File: config.mk
export PLATFORM = sky130hd
export DESIGN_NAME = tcp_tx_framer_flat
export DESIGN_NICKNAME = d
export VERILOG_FILES = /design/src/rtl/tcp_tx_framer_pkg.sv /design/src/rtl/tcp_tx_framer_if.sv /design/src/rtl/tcp_tx_framer.sv /design/src/flat_wrapper.sv
export SDC_FILE = /design/constraint.sdc
export NUM_CORES = 1
export LEC_CHECK = 0
export CAP_MARGIN = 15
export CORE_ASPECT_RATIO = 1.2
export CORE_MARGIN = 1.5
export CORE_UTILIZATION = 40
export DETAILED_ROUTE_END_ITERATION = 10
export PLACE_DENSITY = 0.68
export RECOVER_POWER = 50
export SLEW_MARGIN = 20
export SYNTH_ARGS = -nofsm -noshare
export SYNTH_HDL_FRONTEND = slang
export SYNTH_SLANG_ARGS = --single-unit
export TNS_END_PERCENT = 1
File: constraint.sdc
create_clock -name CLK_200M -period 3.7 [get_ports CLK_200M]
set_input_delay 0.74 -clock CLK_200M [delete_from_list [all_inputs] [get_ports CLK_200M]]
set_output_delay 0.74 -clock CLK_200M [all_outputs]
set_load 0.01 [all_outputs]
File: src/rtl/tcp_tx_framer_pkg.sv
// Shared types, widths and the payload pattern helper for the TCP TX framer.
package tcp_tx_framer_pkg;

    localparam int unsigned BYTE_W = 8;
    localparam int unsigned SEQ_W  = 16;
    localparam int unsigned SW_W   = 4;

    localparam logic [BYTE_W-1:0] HDR0_DEF = 8'hA5;
    localparam logic [BYTE_W-1:0] HDR1_DEF = 8'h5A;

    typedef enum logic [3:0] {
        ST_IDLE,
        ST_H0,
        ST_H1,
        ST_SQH,
        ST_SQL,
        ST_LEN,
        ST_PAY,
        ST_CSUM,
        ST_GAP
    } state_t;

    // Payload byte idx: counter offset by SEQ low byte, or switch nibble over index nibble
    function automatic logic [BYTE_W-1:0] payload_byte(
        input logic              mode,
        input logic [SW_W-1:0]   sw,
        input logic [BYTE_W-1:0] idx,
        input logic [BYTE_W-1:0] seq_lo
    );
        return mode ? {sw, idx[3:0]} : BYTE_W'(idx + seq_lo);
    endfunction

endpackage

File: src/rtl/tcp_tx_framer_if.sv
// Byte-write channel into the SiTCP TCP TX FIFO plus its connection/backpressure status.
interface tcp_tx_framer_if;
    import tcp_tx_framer_pkg::*;

    logic              TCP_OPEN_ACK;
    logic              TCP_TX_FULL;
    logic              TCP_TX_WR;
    logic [BYTE_W-1:0] TCP_TX_DATA;

    modport master (
        input  TCP_OPEN_ACK,
        input  TCP_TX_FULL,
        output TCP_TX_WR,
        output TCP_TX_DATA
    );

    modport slave (
        output TCP_OPEN_ACK,
        output TCP_TX_FULL,
        input  TCP_TX_WR,
        input  TCP_TX_DATA
    );
endinterface

File: src/rtl/tcp_tx_framer.sv
// Framed packet generator into SiTCP TX: A5 5A | SEQ | LEN | payload | CSUM,
// with per-byte stall on TX_FULL and abort on connection loss.
module tcp_tx_framer
    import tcp_tx_framer_pkg::*;
#(
    parameter logic [BYTE_W-1:0] PAYLOAD_LEN = 8'd16,
    parameter logic [BYTE_W-1:0] HDR0        = HDR0_DEF,
    parameter logic [BYTE_W-1:0] HDR1        = HDR1_DEF,
    parameter logic [BYTE_W-1:0] GAP_CYCLES  = 8'd4
) (
    input  logic                 CLK_200M,
    input  logic                 SYS_RSTn,
    tcp_tx_framer_if.master      tx,
    input  logic                 START,
    input  logic                 CONT,
    input  logic                 MODE,
    input  logic [SW_W-1:0]      SW,
    output logic                 BUSY,
    output logic                 PKT_DONE,
    output logic [SEQ_W-1:0]     PKT_CNT
);

    state_t              state_q, state_d;
    logic [BYTE_W-1:0]   idx_q, idx_d;
    logic [SEQ_W-1:0]    seq_q, seq_d;
    logic [BYTE_W-1:0]   csum_q, csum_d;
    logic [SEQ_W-1:0]    cnt_q, cnt_d;
    logic [BYTE_W-1:0]   gap_q, gap_d;
    logic [SW_W-1:0]     sw_q, sw_d;
    logic                mode_q, mode_d;
    logic                wr_q, wr_d;
    logic [BYTE_W-1:0]   data_q, data_d;
    logic                done_q, done_d;
    logic                busy_q, busy_d;
    logic [BYTE_W-1:0]   tx_byte;

    // Byte belonging to the current frame state
    always_comb begin
        tx_byte = 8'h00;
        case (state_q)
            ST_H0:   tx_byte = HDR0;
            ST_H1:   tx_byte = HDR1;
            ST_SQH:  tx_byte = seq_q[15:8];
            ST_SQL:  tx_byte = seq_q[7:0];
            ST_LEN:  tx_byte = PAYLOAD_LEN;
            ST_PAY:  tx_byte = payload_byte(mode_q, sw_q, idx_q, seq_q[7:0]);
            ST_CSUM: tx_byte = csum_q;
            default: tx_byte = 8'h00;
        endcase
    end

    // Next-state, byte issue, checksum and counters
    always_comb begin
        state_d = state_q;
        idx_d   = idx_q;
        seq_d   = seq_q;
        csum_d  = csum_q;
        cnt_d   = cnt_q;
        gap_d   = gap_q;
        sw_d    = sw_q;
        mode_d  = mode_q;
        wr_d    = 1'b0;
        data_d  = data_q;
        done_d  = 1'b0;

        case (state_q)
            ST_IDLE: begin
                if ((START | CONT) & tx.TCP_OPEN_ACK) begin
                    state_d = ST_H0;
                    sw_d    = SW;
                    mode_d  = MODE;
                end
            end
            ST_GAP: begin
                if (gap_q == 8'd0) begin
                    if (CONT & tx.TCP_OPEN_ACK) begin
                        state_d = ST_H0;
                        sw_d    = SW;
                        mode_d  = MODE;
                    end else begin
                        state_d = ST_IDLE;
                    end
                end else begin
                    gap_d = BYTE_W'(gap_q - 8'd1);
                end
            end
            default: begin
                if (!tx.TCP_OPEN_ACK) begin
                    // Connection lost: drop the partial frame and restart numbering
                    state_d = ST_IDLE;
                    seq_d   = '0;
                    idx_d   = '0;
                end else if (!tx.TCP_TX_FULL) begin
                    wr_d   = 1'b1;
                    data_d = tx_byte;
                    case (state_q)
                        ST_H0: begin
                            csum_d  = '0;
                            state_d = ST_H1;
                        end
                        ST_H1:  state_d = ST_SQH;
                        ST_SQH: begin
                            csum_d  = BYTE_W'(csum_q + tx_byte);
                            state_d = ST_SQL;
                        end
                        ST_SQL: begin
                            csum_d  = BYTE_W'(csum_q + tx_byte);
                            state_d = ST_LEN;
                        end
                        ST_LEN: begin
                            csum_d  = BYTE_W'(csum_q + tx_byte);
                            idx_d   = '0;
                            state_d = ST_PAY;
                        end
                        ST_PAY: begin
                            csum_d = BYTE_W'(csum_q + tx_byte);
                            idx_d  = BYTE_W'(idx_q + 8'd1);
                            if (idx_q == BYTE_W'(PAYLOAD_LEN - 8'd1)) begin
                                state_d = ST_CSUM;
                            end
                        end
                        ST_CSUM: begin
                            done_d = 1'b1;
                            cnt_d  = SEQ_W'(cnt_q + 16'd1);
                            seq_d  = SEQ_W'(seq_q + 16'd1);
                            if (!CONT) begin
                                state_d = ST_IDLE;
                            end else if (GAP_CYCLES == 8'd0) begin
                                state_d = ST_H0;
                                sw_d    = SW;
                                mode_d  = MODE;
                            end else begin
                                state_d = ST_GAP;
                                gap_d   = BYTE_W'(GAP_CYCLES - 8'd1);
                            end
                        end
                        default: state_d = ST_IDLE;
                    endcase
                end
            end
        endcase

        busy_d = (state_d != ST_IDLE) && (state_d != ST_GAP);
    end

    always_ff @(posedge CLK_200M or negedge SYS_RSTn) begin
        if (!SYS_RSTn) begin
            state_q <= ST_IDLE;
            idx_q   <= '0;
            seq_q   <= '0;
            csum_q  <= '0;
            cnt_q   <= '0;
            gap_q   <= '0;
            sw_q    <= '0;
            mode_q  <= 1'b0;
            wr_q    <= 1'b0;
            data_q  <= '0;
            done_q  <= 1'b0;
            busy_q  <= 1'b0;
        end else begin
            state_q <= state_d;
            idx_q   <= idx_d;
            seq_q   <= seq_d;
            csum_q  <= csum_d;
            cnt_q   <= cnt_d;
            gap_q   <= gap_d;
            sw_q    <= sw_d;
            mode_q  <= mode_d;
            wr_q    <= wr_d;
            data_q  <= data_d;
            done_q  <= done_d;
            busy_q  <= busy_d;
        end
    end

    assign tx.TCP_TX_WR   = wr_q;
    assign tx.TCP_TX_DATA = data_q;
    assign BUSY           = busy_q;
    assign PKT_DONE       = done_q;
    assign PKT_CNT        = cnt_q;

endmodule

File: src/flat_wrapper.sv
// flat-port wrapper written by rule: the top's interface ports become plain ports
module tcp_tx_framer_flat import tcp_tx_framer_pkg::*;
#(
    parameter logic [BYTE_W-1:0] PAYLOAD_LEN = 8'd16,
    parameter logic [BYTE_W-1:0] HDR0        = HDR0_DEF,
    parameter logic [BYTE_W-1:0] HDR1        = HDR1_DEF,
    parameter logic [BYTE_W-1:0] GAP_CYCLES  = 8'd4
)
  (CLK_200M, SYS_RSTn, START, CONT, MODE, SW, BUSY, PKT_DONE, PKT_CNT, tx_TCP_OPEN_ACK, tx_TCP_TX_FULL, tx_TCP_TX_WR, tx_TCP_TX_DATA);
  tcp_tx_framer_if tx_i ();
  input  logic CLK_200M;
  input  logic SYS_RSTn;
  input  logic START;
  input  logic CONT;
  input  logic MODE;
  input  logic [SW_W-1:0] SW;
  output logic BUSY;
  output logic PKT_DONE;
  output logic [SEQ_W-1:0] PKT_CNT;
  input wire logic [$bits(tx_i.TCP_OPEN_ACK)-1:0] tx_TCP_OPEN_ACK;
  input wire logic [$bits(tx_i.TCP_TX_FULL)-1:0] tx_TCP_TX_FULL;
  output wire logic [$bits(tx_i.TCP_TX_WR)-1:0] tx_TCP_TX_WR;
  output wire logic [$bits(tx_i.TCP_TX_DATA)-1:0] tx_TCP_TX_DATA;
  assign tx_i.TCP_OPEN_ACK = tx_TCP_OPEN_ACK;
  assign tx_i.TCP_TX_FULL = tx_TCP_TX_FULL;
  assign tx_TCP_TX_WR = tx_i.TCP_TX_WR;
  assign tx_TCP_TX_DATA = tx_i.TCP_TX_DATA;
  tcp_tx_framer #(.PAYLOAD_LEN(PAYLOAD_LEN), .HDR0(HDR0), .HDR1(HDR1), .GAP_CYCLES(GAP_CYCLES)) u_core (.CLK_200M(CLK_200M), .SYS_RSTn(SYS_RSTn), .tx(tx_i), .START(START), .CONT(CONT), .MODE(MODE), .SW(SW), .BUSY(BUSY), .PKT_DONE(PKT_DONE), .PKT_CNT(PKT_CNT));
endmodule
## After elaboration in Yosys (flattened, before gate mapping)

Index checks and enable logic that the tools add are counted.

- Output and inout port bits: 27
- Input port bits: 11
- Register bits after elaboration: 76
- Logic and storage cells: 99

- Eq/ne operators: 18
- Bitwise logic cells: 6
- Reduce and logical (&&, ||, !) cells: 18
- Muxes and demuxes: 39
- $add $sub $neg: 6

Operators by type and width:

| cell | count |
|---|---|
| $mux W8 | 8 |
| $pmux W8 S7 | 1 |
| $mux W16 | 3 |
| $pmux W8 S2 | 3 |
| $mux W4 | 9 |
| $add A16 B1 Y16 const B | 2 |
| $pmux W4 S7 | 1 |
| $add A8 B8 Y8 | 2 |
| $eq A4 B3 Y1 const B | 4 |
| $pmux W4 S2 | 2 |
| $reduce_and A4 Y1 | 3 |
| $mux W1 | 11 |
| $ne A2 B1 Y1 const B | 5 |
| $reduce_bool A2 Y1 | 5 |
| $reduce_and A3 Y1 | 3 |
| $add A8 B1 Y8 const B | 1 |
| $eq A4 B2 Y1 const B | 2 |
| $eq A8 B4 Y1 const B | 1 |
| $logic_not A8 Y1 | 1 |
| $sub A8 B1 Y8 const B | 1 |
| $reduce_and A6 Y1 | 1 |
| $eq A4 B1 Y1 const B | 1 |
| $eq A4 B4 Y1 const B | 1 |
| $logic_not A4 Y1 | 1 |
| 11 further kinds | 15 |

## Depth between registers and ports, before layout

- Depth in word-level cells: 8
- Gate-level depth with buffers: 16
- Gate-level depth less buffers: 16

## Least setup slack after synthesis

Ideal clock, no wire load.

- Path kind: flip-flop to flip-flop
- Start: register u_core.seq_q[0]
- End: register u_core.csum_q[6]
- Data arrival time: 2,959 ps
- Stages on the path, launching flop included: 14
- Path buffers: 0
- Data required time: 3,573 ps
- Library setup time: 127 ps
- Setup slack: 614 ps
- Period minus slack after synthesis: 3,086 ps
- Cells stage by stage: dfrtp_1 ha_1 inv_1 fa_1 o21ai_0 a222oi_1 nand2_1 fa_1 a21o_1 a21o_1 a21o_1 a21oi_1 xor2_1 o21ai_0

- Longest elaborated chain between the ends: 5

Ends and longest elaborated chain:

| item | line | text |
|---|---|---|
| start: declaration | tcp_tx_framer.sv:25 | `logic [SEQ_W-1:0] seq_q, seq_d;` |
| start signal: assignment | tcp_tx_framer.sv:163 | `seq_q <= seq_d;` |
| $add A8 B8 Y8 | tcp_tx_framer_pkg.sv:30 | `return mode ? {sw, idx[3:0]} : BYTE_W'(idx + seq_lo);` |
| $mux W8 | tcp_tx_framer_pkg.sv:30 |  |
| $pmux W8 S7 | tcp_tx_framer.sv:40 | `case (state_q)` |
| named net u_core.tx_byte[1] | tcp_tx_framer.sv:35 | `logic [BYTE_W-1:0] tx_byte;` |
| $add A8 B8 Y8 | - |  |
| $pmux W8 S2 | tcp_tx_framer.sv:96 | `case (state_q)` |
| end signal: assignment | tcp_tx_framer.sv:164 | `csum_q <= csum_d;` |
| end: declaration | tcp_tx_framer.sv:26 | `logic [BYTE_W-1:0] csum_q, csum_d;` |

The timed path passes the listed nets, and every way through them passes these cells.
A chain may end at the register's enable or synchronous reset.

## Worst setup path in the final report

- Start: register u_core.seq_q[0]
- End: register u_core.csum_q[6]

- Longest elaborated chain between the ends: 5

Ends and longest elaborated chain:

| item | line |
|---|---|
| $add A8 B8 Y8 | tcp_tx_framer_pkg.sv:30 |
| $mux W8 | tcp_tx_framer_pkg.sv:30 |
| $pmux W8 S7 (*) | tcp_tx_framer.sv:40 |
| named net u_core.tx_byte[0] | tcp_tx_framer.sv:35 |
| $add A8 B8 Y8 (*) | - |
| $pmux W8 S2 (*) | tcp_tx_framer.sv:96 |

The timed path passes the listed nets; every way through them passes the cells marked *.

==> results list <==
- Outcome: complete, but fails checks
- Failing checks: max-capacitance violations, max-slew violations
- The final number of max-transition violations was 77.
* Vias: 3,773
* Clk buf depth: 2
* Upper clock frequency limit: 284 MHz
- Multiplexer fraction of the synthesized cell area: 3.59%
* Max stage delay on crit path: 0.45 ns
* Post-detailed-route via-to-cell ratio: 5.68
- Entering global routing, the biggest net connects 77 pins.
- CTS resizes: 0
- Post-layout total power: 2310 uW
* Count of flip-flops with a built-in enable after synthesis: 0
- Number of antenna violations at the first check in global routing: 0
- Clock slew at the register clock pins of the worst setup and hold paths: 0.06 ns
- Largest fanout of any net on the critical path: 7
- HPWL after DPL: 7440 microns
* Skew-Pair Late Insertion Delay: 0.34 ns
* Count of port buffers added during placement: 37
- Max-cap violations in this run came to 1.
- Count of TritonRoute iterations in the first routing pass: 4
* Overall die width: 99.4 microns
- Largest area contributor in the synthesized netlist: sky130_fd_sc_hd__dfrtp_1
* Top cells by instance count after synthesis: sky130_fd_sc_hd__dfrtp_1 (76), sky130_fd_sc_hd__nand2_1 (60), sky130_fd_sc_hd__o21ai_0 (56)
- R2R cell count: 12
* GRT Resource Usage Total: 18.4%
* Area growth from synthesis to final layout: 18.8%
- Synthesis produced a netlist whose cell count is 489.
* Count of nets left with antenna violations after detail routing: 0
* Type of element capturing the critical path: flop
- Total count of hold-check failures in the final report: 0
- TritonCTS built the clock tree.
- The routed design could run at a clock period as short as between 3 and 4 ns.
* Violation count after the first detailed-routing iteration: 207
- Summing the areas of all xor and xnor instances in the mapped netlist gives under 10% of the synthesized area.
* Number of top-level pins: 38
- Counting buffers and inverters, the worst setup path is 12 cells deep.
- In the final routed layout, each cell accounts on average for 15.7 microns.
* Share of Yosys cell area claimed by the top area cell type: 42.7%
* Adder and majority gate portion of the synthesized area: around 6.0%
- Top post-synthesis cells by area: sky130_fd_sc_hd__dfrtp_1 (43%), sky130_fd_sc_hd__o21ai_0 (6.3%), sky130_fd_sc_hd__ha_1 (5.1%)
- The die covers about 12,000 sq um.
- Clock root buffer: sky130_fd_sc_hd__clkbuf_16
* Count of H-tree levels built during CTS: 3
* Instance count along the most critical hold path: 1
- P_leak: roughly 0.0023 uW
- The via count of the first global-routing pass came to 3,542.
* Async set-reset flop share out of synthesis: 100%
* Worst slack after detailed placement: 0.257 ns
- Among all flip-flop cells after synthesis, the most frequent one is sky130_fd_sc_hd__dfrtp_1.
- The path class of the tightest hold or removal check is flop to flop.
* Compound-cell area share of the yosys netlist: between 10% and 20%
- After floorplanning, the core was divided into 42 placement rows.
* Number of buffers inserted during clock tree synthesis: 9
- Post-cts hold buffer count: 0
* Slew @ Worst Pin: 1.86 ns
- Netlist area before placement: 4460 sq um
- Among the stages of the critical path, the cell type that occurs most often is sky130_fd_sc_hd__a21o_1.
- Grouping stages by cell kind, the critical path spends the most delay in compound AO/OA/AOI/OAI gates.
- The final critical path takes up between 90% and 100% of the cycle.
- The clock drives 76 sinks.
- Count leader, synth: sky130_fd_sc_hd__dfrtp_1
* Share of synthesized cell area in and, or, nand and nor gates: 21.2%
- The clock arrives with 0.00570 ns of skew.
- Power per Cell Area: 436 nW/um^2
- After detailed routing, the total wire length is 10,400 microns.
* First-pass GRT wire length: about 17,000 microns
- At the worst endpoint, the arrival time is 3.74 ns.
- Setup slack closes at 0.175 ns.
- Averaged over all synthesized cells, the footprint is 9.12 sq um.
- Yosys mapped the design onto just over 60 distinct sky130hd cell types.
* Grt ovf: 0
* Slowest library cell on the worst path: sky130_fd_sc_hd__dfrtp_2
- Main combinational cell family by area after synthesis: simple AND/OR/NAND/NOR gates
* Register area share after synthesis: 42.7%
- Effective utilization at floorplan: 40.8%
- Kind of critical path: flop to flop
- After clock tree synthesis, the setup repair step added 0 buffers.
- Number of fill cells: 1,031
- Setup TNS: 0 ns
* Mapped Nets: 520
- The floorplan step set the die height to 119 microns.
- Setup violations remaining at the end of the flow were counted as 0.
* FF+latch count, synth: 76
- Layout cell share with drive strength beyond 1: 9.21%
* Inserted Diodes: 0
- In this run the standard cell core region covers 10,900 sq um.
- Setup repair after global routing left no endpoint under its margin.
* Number of design rule violations left after detail routing: 0
- Yosys warning total: 0
- The worst-case IR drop observed on VDD is about 260 uV.
- The congestion estimate from routability-driven global placement came to 0.888.
- For this run, the post-layout net count is approximately 560.
* Cell Chain, Critical Path: ha_1 > mux2_2 > a222oi_1 > o21ai_0 > ha_1 > fa_1 > a21o_1 > a21o_1 > a21o_1 > a21oi_1 > xor2_1 > o21ai_0
* Critical path buffers and inverters: 0
- The worst setup path is launched from a flop.
- Relative slew margins: -24.0%
- Data on the critical path is required at its endpoint by roughly 3.9 ns.
[flip-flops by register name, summed over array words and instances, names as in the netlist]
name,cells
u_core.PKT_CNT,16
u_core.seq_q,16
u_core.csum_q,8
u_core.gap_q,8
u_core.idx_q,8
u_core.tx.TCP_TX_DATA,8
u_core.state_q,4
u_core.sw_q,4
u_core.BUSY,1
u_core.PKT_DONE,1
u_core.mode_q,1
u_core.tx.TCP_TX_WR,1
[metal layers]
metal | GRT usage (%) | wire (microns) | share of wire (%)
met4 | 9.07 | 335 | 3.2
met1 | 23.4 | 4620 | 44
met2 | 29.8 | 5070 | 49
met5 | 0 | 0 | 0
met3 | 3.61 | 370 | 3.6
[cells in the final DEF, fill, tap and decap left out, types with 3 or more instances in the layout]
master	n
sky130_fd_sc_hd__clkbuf_16	9
sky130_fd_sc_hd__clkdlybuf4s50_1	28
sky130_fd_sc_hd__and2_1	3
sky130_fd_sc_hd__a211oi_1	3
sky130_fd_sc_hd__nor3_1	9
sky130_fd_sc_hd__and3_1	13
sky130_fd_sc_hd__nand2_1	60
sky130_fd_sc_hd__nor2b_1	4
sky130_fd_sc_hd__a31oi_1	5
sky130_fd_sc_hd__nor2_1	32
sky130_fd_sc_hd__dfrtp_1	74
sky130_fd_sc_hd__or3_1	8
sky130_fd_sc_hd__xnor2_1	23
sky130_fd_sc_hd__xor2_1	9
sky130_fd_sc_hd__buf_4	9
sky130_fd_sc_hd__a22o_1	5
sky130_fd_sc_hd__o21a_1	3
sky130_fd_sc_hd__a21o_1	6
sky130_fd_sc_hd__o211ai_1	3
sky130_fd_sc_hd__inv_1	16
sky130_fd_sc_hd__o21ai_0	56
sky130_fd_sc_hd__nand3_1	24
sky130_fd_sc_hd__a21oi_1	22
sky130_fd_sc_hd__nor4_1	5
sky130_fd_sc_hd__nand4_1	8
sky130_fd_sc_hd__o31ai_1	5
sky130_fd_sc_hd__dlygate4sd3_1	8
sky130_fd_sc_hd__ha_1	18
sky130_fd_sc_hd__mux2_2	12
sky130_fd_sc_hd__nand2b_1	4
[metrics by stage]
step	hold slack [ns]	cells	area, sq um	util [%]
global placement	0.461	648	4980	45.5
finish	0.472	664	5300	48.4
CTS	0.476	664	5300	48.5
detailed placement	0.467	648	4980	45.5
global route	0.513	664	5300	48.4
floorplan	0.439	489	4460	-
[area by class of cell]
cell class	count	area (sq um)	share of cell area (%)
clock buffer	9	225	4.25
timing repair buffer	46	433	8.18
sequential	76	1900	36.0
tap	132	165	3.12
clock inverter	7	98.8	1.87
multi-input combinational	378	2410	45.5
inverter	16	60.1	1.13
[cells by family (layout without fill, tap and decap cells)]
kind of cell / count (synthesis) / count (layout)
AOI/OAI and AO/OA: 126 / 126
xor gates and xnor gates: 32 / 32
adders and majority gates: 20 / 20
buffers and inverters: 35 / 78
DFF: 76 / 76
muxes: 14 / 14
and+or+nand+nor: 186 / 186
[report_power, final]
group	switching, uW	internal [uW]	leakage [uW]	total [uW]
clock	356	595	0.000156	951
sequential	67.4	909	0.000993	976
combinational	197	182	0.00118	379
[final timing paths]
check | startpoint | to | slack [ns]
setup / recovery | u_core.seq_q[0] | u_core.csum_q[6] | 0.18
hold / removal | u_core.PKT_CNT[15] | u_core.PKT_CNT[15] | 0.47
setup reg to reg | u_core.seq_q[0] | u_core.csum_q[6] | 0.18
hold reg to reg | u_core.PKT_CNT[15] | u_core.PKT_CNT[15] | 0.47
max in group asynchronous | SYS_RSTn | u_core.idx_q[0] | 1.56
min in group asynchronous | SYS_RSTn | u_core.PKT_CNT[6] | 0.90
(Power assumes the default switching activity.)
